File: src/rtl/writeback_pipe_unit.sv
// MEM/WB pipeline register. Selects the write-back result and extracts load data.
// It also counts instructions that are accepted into WB.
module writeback_pipe_unit #(
    parameter int XLEN      = 64,
    parameter int CNT_WIDTH = 64
) (
    input  logic                 clk,
    input  logic                 rst,
    input  logic                 valid_m,
    input  logic                 reg_write_m,
    input  logic [4:0]           rd_m,
    input  logic [1:0]           result_src_m,
    input  logic [2:0]           load_funct3_m,
    input  logic [2:0]           addr_low_m,
    input  logic [XLEN-1:0]      alu_result_m,
    input  logic [XLEN-1:0]      read_data_m,
    input  logic [XLEN-1:0]      pc_plus4_m,
    input  logic                 stall_w,
    input  logic                 flush_w,
    output logic                 valid_w,
    output logic [4:0]           rd_w,
    output logic                 reg_write_en_w,
    output logic [XLEN-1:0]      result_w,
    output logic [CNT_WIDTH-1:0] instret_w
);

    localparam logic [1:0] SRC_ALU  = 2'b00;
    localparam logic [1:0] SRC_LOAD = 2'b01;
    localparam logic [1:0] SRC_PC4  = 2'b10;

    logic [63:0]           w_raw;
    logic [2:0]            w_lane;
    logic [7:0]            w_byte;
    logic [15:0]           w_half;
    logic [31:0]           w_word;
    logic [63:0]           w_ext;
    logic [XLEN-1:0]       w_load_data;
    logic [XLEN-1:0]       w_result_next;

    logic                  r_valid;
    logic                  r_reg_write;
    logic [4:0]            r_rd;
    logic [XLEN-1:0]       r_result;
    logic [CNT_WIDTH-1:0]  r_instret;

    // The datapath is widened to 64 bits so one extractor serves both XLEN builds.
    // In a 32-bit build the upper word does not exist, so lane bit 2 is forced low.
    assign w_raw  = 64'(read_data_m);
    assign w_lane = (XLEN == 32) ? {1'b0, addr_low_m[1:0]} : addr_low_m;
    assign w_byte = w_raw[8 * w_lane +: 8];
    assign w_half = w_raw[16 * w_lane[2:1] +: 16];
    assign w_word = w_raw[32 * w_lane[2] +: 32];

    always_comb begin
        w_ext = w_raw;
        case (load_funct3_m)
            3'b000:  w_ext = {{56{w_byte[7]}}, w_byte};
            3'b001:  w_ext = {{48{w_half[15]}}, w_half};
            3'b010:  w_ext = {{32{w_word[31]}}, w_word};
            3'b100:  w_ext = {56'd0, w_byte};
            3'b101:  w_ext = {48'd0, w_half};
            3'b110:  w_ext = {32'd0, w_word};
            default: w_ext = w_raw;
        endcase
    end

    assign w_load_data = w_ext[XLEN-1:0];

    always_comb begin
        w_result_next = '0;
        case (result_src_m)
            SRC_ALU:  w_result_next = alu_result_m;
            SRC_LOAD: w_result_next = w_load_data;
            SRC_PC4:  w_result_next = pc_plus4_m;
            default:  w_result_next = '0;
        endcase
    end

    // On a flush, rd and result are left alone because a killed slot never writes.
    always_ff @(posedge clk) begin
        if (rst) begin
            r_valid     <= 1'b0;
            r_reg_write <= 1'b0;
            r_rd        <= 5'd0;
            r_result    <= '0;
            r_instret   <= '0;
        end else if (flush_w) begin
            r_valid     <= 1'b0;
            r_reg_write <= 1'b0;
        end else if (!stall_w) begin
            r_valid     <= valid_m;
            r_reg_write <= reg_write_m;
            r_rd        <= rd_m;
            r_result    <= w_result_next;
            if (valid_m) begin
                r_instret <= r_instret + CNT_WIDTH'(1);
            end
        end
    end

    assign valid_w        = r_valid;
    assign rd_w           = r_rd;
    assign result_w       = r_result;
    assign instret_w      = r_instret;
    assign reg_write_en_w = r_valid & r_reg_write & (r_rd != 5'd0);

endmodule
File: config.mk
export PLATFORM = sky130hd
export DESIGN_NAME = writeback_pipe_unit
export DESIGN_NICKNAME = d
export VERILOG_FILES = /design/src/rtl/writeback_pipe_unit.sv
export SDC_FILE = /design/constraint.sdc
export NUM_CORES = 1
export LEC_CHECK = 0
export BUFFER_PORTS_ARGS = -buffer_cell sky130_fd_sc_hd__buf_2
export CELL_PAD_IN_SITES_DETAIL_PLACEMENT = 1
export CELL_PAD_IN_SITES_GLOBAL_PLACEMENT = 2
export CORE_ASPECT_RATIO = 1.5
export CORE_MARGIN = 8
export CORE_UTILIZATION = 29
export DETAILED_ROUTE_END_ITERATION = 12
export PLACE_DENSITY = 0.9
export SLEW_MARGIN = 5
export SYNTH_ARGS = -nofsm -noshare
export SYNTH_HDL_FRONTEND = slang
export SYNTH_SLANG_ARGS = --single-unit
File: constraint.sdc
create_clock -name clk -period 2.9 [get_ports clk]
set_input_delay 0.145 -clock clk [delete_from_list [all_inputs] [get_ports clk]]
set_output_delay 0.145 -clock clk [all_outputs]
set_load 0.02 [all_outputs]
After elaboration in Yosys (flattened, before gate mapping)
Index checks and enable logic that the tools add are counted.

word-level totals
  register bits = 135
  latch bits = 0
  RAM bits = 0
  memory bits (read-only) = 0
  bits of input ports = 211
  output and inout port bits = 135
  memories kept = 0

cells by class
  $add $sub $neg = 1
  multiply operators = 0
  divide/modulo/power cells = 0
  order comparisons = 0
  eq/ne operators = 7
  shift operators = 3
  mux-type cells = 2
  bitwise logic cells = 4
  reduce and logical (&&, ||, !) cells = 6

operators by type and width
  kind                                                                   count
  64-bit case mux with 6 select lines                                    1
  64-bit case mux with 3 select lines                                    1
  64-bit by 1-bit adder with 64-bit output, second input constant        1
  64-bit by 7-bit variable part select with 16-bit output                1
  64-bit by 7-bit variable part select with 32-bit output                1
  64-bit by 7-bit variable part select with 8-bit output                 1
  3-bit equality test, second input constant                             3
  5-bit nonzero test                                                     1
  3-bit by 1-bit equality test with 1-bit output, second input constant  1
  3-bit by 2-bit equality test with 1-bit output, second input constant  1
  3-bit logical NOT                                                      1
  3-bit AND reduction                                                    1
  1-bit AND                                                              2
  2-bit by 1-bit equality test with 1-bit output, second input constant  1
  2-bit equality test, second input constant                             1
  2-bit logical NOT                                                      1
  1-bit NOT                                                              2
  2-bit AND reduction                                                    1
  2-bit OR reduction                                                     1

Longest topological paths before layout
Gate-level depths: netlist of run 1.

  word-level depth = 3
  gate-level depth with buffers = 8
  mapped depth without buffers = 5

Worst setup path before layout of run 1
OpenSTA, ideal clock, no wires.

  path kind = register to register
  start = register r_instret[36], in the netlist instret_w[36]
  end = register r_instret[61], in the netlist instret_w[61]
  data arrival time = 2.044 ns
  required time = 2.829 ns
  slack = 0.785 ns
  cell stages (with the launch flop) = 7
  path buffers = 1
  path through = dfxtp_1 nand4_2 or4_1 buf_2 nand4b_4 or4_1 a21oi_1

on the way
  word-level cells in the longest chain between the ends = 1

RTL lines
  what                                      line  text
  start, declared                           44    logic [CNT_WIDTH-1:0] r_instret;
  start signal, assigned                    96    r_instret <= r_instret + CNT_WIDTH'(1);
  64-bit by 1-bit adder with 64-bit output  96

No other way between the ends.
A chain may end at the register's enable or synchronous reset.

Worst setup path in the final report of run 1
  start = input port flush_w
  end = register r_instret[56], in the netlist instret_w[56]

on the way
  word-level cells in the longest chain between the ends = 2

RTL lines
  what                           line  text
  start, declared                19    input logic flush_w,
  1-bit NOT (no line)            --
  3-bit AND reduction (no line)  --

No other way between the ends.

==> results of run 1 <==
-- layout make-up --
| class | count | share of cell area |
|---|---|---|
| timing repair buffer | 377 | 0.186 |
| antenna | 3 | 0.000685 |
| tap | 346 | 0.0395 |
| sequential | 135 | 0.246 |
| multi-input combinational | 717 | 0.467 |
| inverter | 13 | 0.00445 |
| clock buffer | 21 | 0.0438 |
| clock inverter | 10 | 0.0130 |
-- flip-flops by register name, summed over array words and instances, names as in the netlist --
register	flops
instret_w	64
result_w	64
rd_w	5
r_reg_write	1
valid_w	1
-- cells by family (layout without fill, tap and decap cells) --
family          after synthesis  after routing  synth area share
buf+inv                      90            421            0.0442
simple gates                303            303             0.194
flops                       135            135             0.331
mux                         117            117             0.178
compound gates              260            260             0.212
other cells                   0              3                 0
fa+ha+maj                     1              1           0.00153
xor+xnor                     36             36            0.0387
-- stage by stage --
step | worst slack [ns] | utilization
after floorplan | 0.785 | -
after global placement | 0.597 | 0.367
after detailed placement | 0.512 | 0.367
after CTS | 0.514 | 0.393
after global routing | 0.265 | 0.393
final | 0.483 | 0.393
-- cell usage in the layout (no fill, tap or decap), drive strengths merged, types with 10 or more instances in the layout --
master / instances
nand4: 28
or4: 14
a21oi: 53
xor2: 19
a22oi: 46
dlygate4sd3: 10
a221o: 17
o22ai: 34
o32ai: 11
or3: 17
a31oi: 17
mux4: 15
buf: 367
nand2: 56
dfxtp: 135
nor2: 113
clkbuf: 21
mux2: 77
inv: 15
o21ai: 42
nor4: 12
mux2i: 25
o31ai: 18
nand3: 20
xnor2: 17
-- tightest hold or removal path, stage by stage --
cell and delay, ns:
buf_2 0.11, nor2_1 0.06, o22ai_1 0.12
-- metal layers --
layer	vias to the layer above	wire, um	GRT usage
li1	4196	-	-
met1	4464	13400	0.208
met2	361	20200	0.417
met3	83	2650	0.0681
met4	4	1940	0.120
met5	-	21	0
-- power by group through the flow --
| stage | combinational (W) | clock [W] | sequential, W |
|---|---|---|---|
| 2_1_floorplan | 0.000410 | 0 | 0.00203 |
| 4_1_cts | 0.000872 | 0.00240 | 0.00193 |
| 6_report | 0.000867 | 0.00235 | 0.00193 |
| 5_1_grt | 0.000927 | 0.00247 | 0.00194 |
| 3_3_place_gp | 0.000843 | 0 | 0.00197 |
| 3_5_place_dp | 0.000855 | 0 | 0.00197 |
-- cells in the mapped netlist (all sizes together) (2+ instances only) --
library cell  count
o21ai            42
nand2            56
a311oi            4
mux2             77
and3              5
dfxtp           135
a22oi            46
a221o            17
o22ai            34
o31a              2
nor4             12
xor2             19
buf              23
a21oi            53
mux2i            25
nor2            113
a21boi            3
o32ai            11
a31oi            17
nor3              8
or2               4
nand2b            3
mux4             15
nor3b             2
inv              13
o31ai            18
nor2b             4
or3              17
clkbuf           54
and4              8
a211oi            3
or4              14
nand4            28
xnor2            17
and2              5
nand4b            2
nand3            20
-- worst max path at each step --
stage	slack, ns	startpoint	cells past startpoint	endpoint
final	0.48	flush_w	7	instret_w[56]
after global placement	0.60	instret_w[25]	5	instret_w[56]
after floorplan	0.79	instret_w[36]	6	instret_w[61]
after CTS	0.51	instret_w[3]	5	instret_w[56]
after global routing	0.26	flush_w	7	instret_w[52]
after detailed placement	0.51	instret_w[25]	5	instret_w[56]
==> metrics.yaml, run 1 <==
combPwrFrac: 0.169
status: "finished, final reports clean"
regArea_mm2: 0.00270
htree_levels: 4
clkPwrFrac: 0.456
path_max_fanout: 12
vdd_drop_max_mv: 0.402
hold_buffers: 10
die-area_mm2: 0.0339
core_mm2: 0.0279
endpoint_kind: "flop"
total_power_w: 0.00514
finalHoldViolations: 0
clock_sinks: 135
critical_path_class: "in -> reg"
fin_cells: 1622
die_w_um: 153
cp_num_buf_inv: 2
hp-start: "read_data_m[61]"
worstPathArrival_ns: 2.79
start_util: 0.293
grtUsageTotal: 0.221
yosysSeqAreaShare: 0.331
fin_tns_setup_ns: 0
dr.pass1.iters: 5
relSlewSlack: 0.464
seq_power_share: 0.375
drt_iter0_drc: 454
remaining_drc_errors: 0
finalInstanceArea_mm2: 0.0110
num_rows: 75
cp_slowest_stage_delay_ns: 0.61
place_area_mm2: 0.0102
io_pins: 346
antenna_found_initial: 4
grt_overflow_total: 0
synth_area_leaders: "dfxtp_1 (33%), mux2_2 (11%), nor2_1 (5.2%)"
cts_buffer_depth: 2
r2r-start: "instret_w[29]"
synthToLayoutAreaGrowth_pct: 34.4
min_period_ns: 2.42
synth_area_mm2: 0.00816
cts_resized: 0
placed_cells_incl_taps: 1578
ant_nets: 0
die_h_um: 221
r2r_end: "instret_w[56]"
yosys_register_bits: 135
fmax_ghz: 0.414
swShare: 0.276
min_path_type: "in -> reg"
syn-num-nets: 1154
cpMaxStageDelayCell: "or4_1"
drive_above_1_share: 0.399
final_max_slew_viol_count: 0
cap_violations: 0
synth_top_cell_area_share: 0.331
worstMarginPinSlew_ns: 0.804
cts.clk_slew.worst_paths_ns: 0.06
synth_top_flop_cell: "dfxtp_1"
crit_required_ns: 3.27
min_to: "result_w[61]"
cpLargestDelayFamily: "simple AND/OR/NAND/NOR gates"
cp_cell_sequence: "dlygate4sd3_1, buf_2, and4bb_1, and4_1, nand4_1, or4_1, a21oi_1"
routed_wirelength_um: 38200
p_leak_nw: 4.67
wl_per_cell_um: 23.6
grt_pass1_vias: 9882
synth_cells: 942
cts_setup_buffers: 0
async_reset_ff_frac: 0
dpl.hpwl_um: 30500
startpoint_type: "input pin"
p_sw_w: 0.00142
ys_warn_count: 0
hold_depth: 3
synth_edf_count: 0
nets: 1473
setup_viol: 0
syn_avg_cell_area_um2: 8.66
multiInputGateArea_mm2: 0.00511
whs_ns: 0.0346
p_int_w: 0.00372
finalClockSkew_ns: 0.00920
viasPerCell: 5.62
period_share: 0.834
cts_tree: "done"
reg2reg_setup_slack_ns: 0.50
grt_pass1_wl_um: 57800
cts-root-buf: "clkbuf_16"
gp_congestion: 0.947
cts_made_buffers: 17
insertion_delay_ns: 0.44
power.density_mw_per_mm2: 469
ys_types: 62
grt_start_max_net_pins: 78
rsz0062_at_grt: "false"
fillers: 3373
synth_top_area_cell: "dfxtp_1"
port_buffers: 345
via_count: 9108
ff2ff_path_depth: 5
Note: power is estimated with default switching activity, not from simulation.
==> run 2: changes to the inputs <==
--- a/config.mk
+++ b/config.mk
@@ -10,9 +10,9 @@
 export CELL_PAD_IN_SITES_GLOBAL_PLACEMENT = 2
 export CORE_ASPECT_RATIO = 1.5
 export CORE_MARGIN = 8
-export CORE_UTILIZATION = 29
+export CORE_UTILIZATION = 24
 export DETAILED_ROUTE_END_ITERATION = 12
-export PLACE_DENSITY = 0.9
+export PLACE_DENSITY = 0.8
 export SLEW_MARGIN = 5
 export SYNTH_ARGS = -nofsm -noshare
 export SYNTH_HDL_FRONTEND = slang
==> constraint.sdc (replaced) <==
create_clock -name clk -period 2.2 [get_ports clk]
set_input_delay 0.11 -clock clk [delete_from_list [all_inputs] [get_ports clk]]
set_output_delay 0.11 -clock clk [all_outputs]
set_load 0.02 [all_outputs]
==> metrics.yaml, run 2 (synthesis gave the netlist of run 1 again) <==
whs_ns: 0.0331  # -0.00151 ns
grt_start_max_net_pins: 66  # -15%
min_to: "result_w[48]"
port_buffers: 345  # unchanged
dr.pass1.iters: 4  # -1
finalHoldViolations: 0  # unchanged
grt_overflow_total: 0  # unchanged
hp-start: "read_data_m[48]"
die_h_um: 242  # +9.2%
finalInstanceArea_mm2: 0.0116  # +5.9%
core_mm2: 0.0334  # +20%
vdd_drop_max_mv: 0.385  # -4.2%
wl_per_cell_um: 22.9  # -2.6%
min_period_ns: 2.08
drt_iter0_drc: 445  # -2.0%
drive_above_1_share: 0.423  # +0.0239
cts.clk_slew.worst_paths_ns: 0.06  # about the same
clock_sinks: 135  # unchanged
min_path_type: "in -> reg"
viasPerCell: 5.27  # -6.1%
die_w_um: 167  # +8.9%
cts_setup_buffers: 0  # unchanged
top_layer_used: "met5"
fmax_ghz: 0.482
crit_required_ns: 2.56  # -0.71 ns
grt_pass1_vias: 10406  # +5.3%
status: "finished, final reports clean"
final_max_slew_viol_count: 0  # unchanged
cts_made_buffers: 17  # unchanged
path_max_fanout: 7  # -5
remaining_drc_errors: 0  # unchanged
endpoint_kind: "flop"
grtUsageTotal: 0.196  # -0.0244
setup_viol: 0  # unchanged
ff2ff_path_depth: 6  # +1
cts_buffer_depth: 2  # unchanged
power.density_mw_per_mm2: 574  # +22%
finalClockSkew_ns: 0.0102  # +0.00105 ns
nets: 1545  # +4.9%
p_leak_nw: 5.01  # +7.3%
startpoint_type: "input pin"
worstPathArrival_ns: 2.43  # -0.36 ns
wl_met2_um: 21500  # +6.6%
place_area_mm2: 0.0108  # +5.1%
htree_levels: 4  # unchanged
rsz0062_at_grt: "false"
num_rows: 82  # +9.3%
routed_wirelength_um: 40500  # +6.0%
r2r_end: "instret_w[51]"
final_common_cell: "buf_2"
period_share: 0.944
hold_depth: 3  # unchanged
ant_nets: 0  # unchanged
r2r-start: "instret_w[34]"
antenna_found_initial: 6  # +2
grt_pass1_wl_um: 61400  # +6.3%
met1_length_um: 14100  # +5.4%
cts-root-buf: "clkbuf_16"
cap_violations: 0  # unchanged
gp_congestion: 0.931  # -1.7%
fin_tns_setup_ns: 0  # unchanged
critical_path_class: "in -> reg"
dpl.hpwl_um: 32600  # +6.7%
start_util: 0.244  # -0.0488
wl_met3_um: 2620  # -1.2%
reg2reg_setup_slack_ns: 0.14  # -0.36 ns
synthToLayoutAreaGrowth_pct: 42.4
worstMarginPinSlew_ns: 0.666  # -0.138 ns
final_cell_mix: "buf_2 (344), dfxtp_1 (132), nor2_1 (112)"
io_pins: 346  # unchanged
die-area_mm2: 0.0403  # +19%
insertion_delay_ns: 0.44  # about the same
relSlewSlack: 0.556  # +0.0920
via_count: 9311  # +2.2%
cts_tree: "done"
==> run 2: routing by layer <==
metal / GRT usage / up-vias
li1: - / 4348
met1: 0.182 / 4524
met2: 0.370 / 351
met3: 0.0616 / 82
met4: 0.115 / 6
met5: 0 / -
==> run 2: how the worst max path moves through the flow <==
stage,depth (start not counted),to,slack [ns],from
finish,8,instret_w[40],0.12,flush_w
global route,5,instret_w[34],0.004,instret_w[17]
CTS,6,instret_w[48],0.05,instret_w[17]
detailed placement,6,instret_w[48],0.06,instret_w[17]
global placement,6,instret_w[48],0.13,instret_w[17]
floorplan,6,instret_w[61],0.09,instret_w[36]
==> run 2: report_power, final <==
group	internal, W	switching (W)
combinational	0.000526	0.000661
clock	0.00179	0.00115
sequential	0.00251	0.0000373
total	0.00482	0.00185
==> run 2: stage by stage <==
step / util / cells / worst slack [ns] / power (W)
finish: 0.347 / 1766 / 0.123 / 0.00667
CTS: 0.346 / 1763 / 0.0483 / 0.00675
global route: 0.347 / 1764 / 0.00446 / 0.00692
detailed placement: 0.322 / 1709 / 0.0552 / 0.00375
global placement: 0.322 / 1709 / 0.126 / 0.00374
floorplan: - / 942 / 0.0851 / 0.00321
==> run 2: timing repair <==
item	in CTS	in global routing
resized for setup	0	8
hold buffers	25	0
endpoints found under the setup margin	0	7
endpoints found under the hold margin	25	0
==> run 2: worst max-delay path: stages <==
cell and delay, ns:
dlygate4sd3_1 0.54, buf_2 0.13, and4bb_1 0.34, and4_2 0.34, nand4_1 0.26, buf_4 0.26
or3_1 0.30, a21oi_1 0.15
==> run 2: area by class of cell <==
cell class | instances | area (um^2)
Fill cell | 4074 | 21800
Multi-Input combinational cell | 717 | 5130
Sequential cell | 135 | 2710
Timing Repair Buffer | 449 | 2620
Tap cell | 420 | 526
Clock buffer | 20 | 447
Clock inverter | 9 | 129
Inverter | 13 | 48.8
Antenna cell | 3 | 7.51
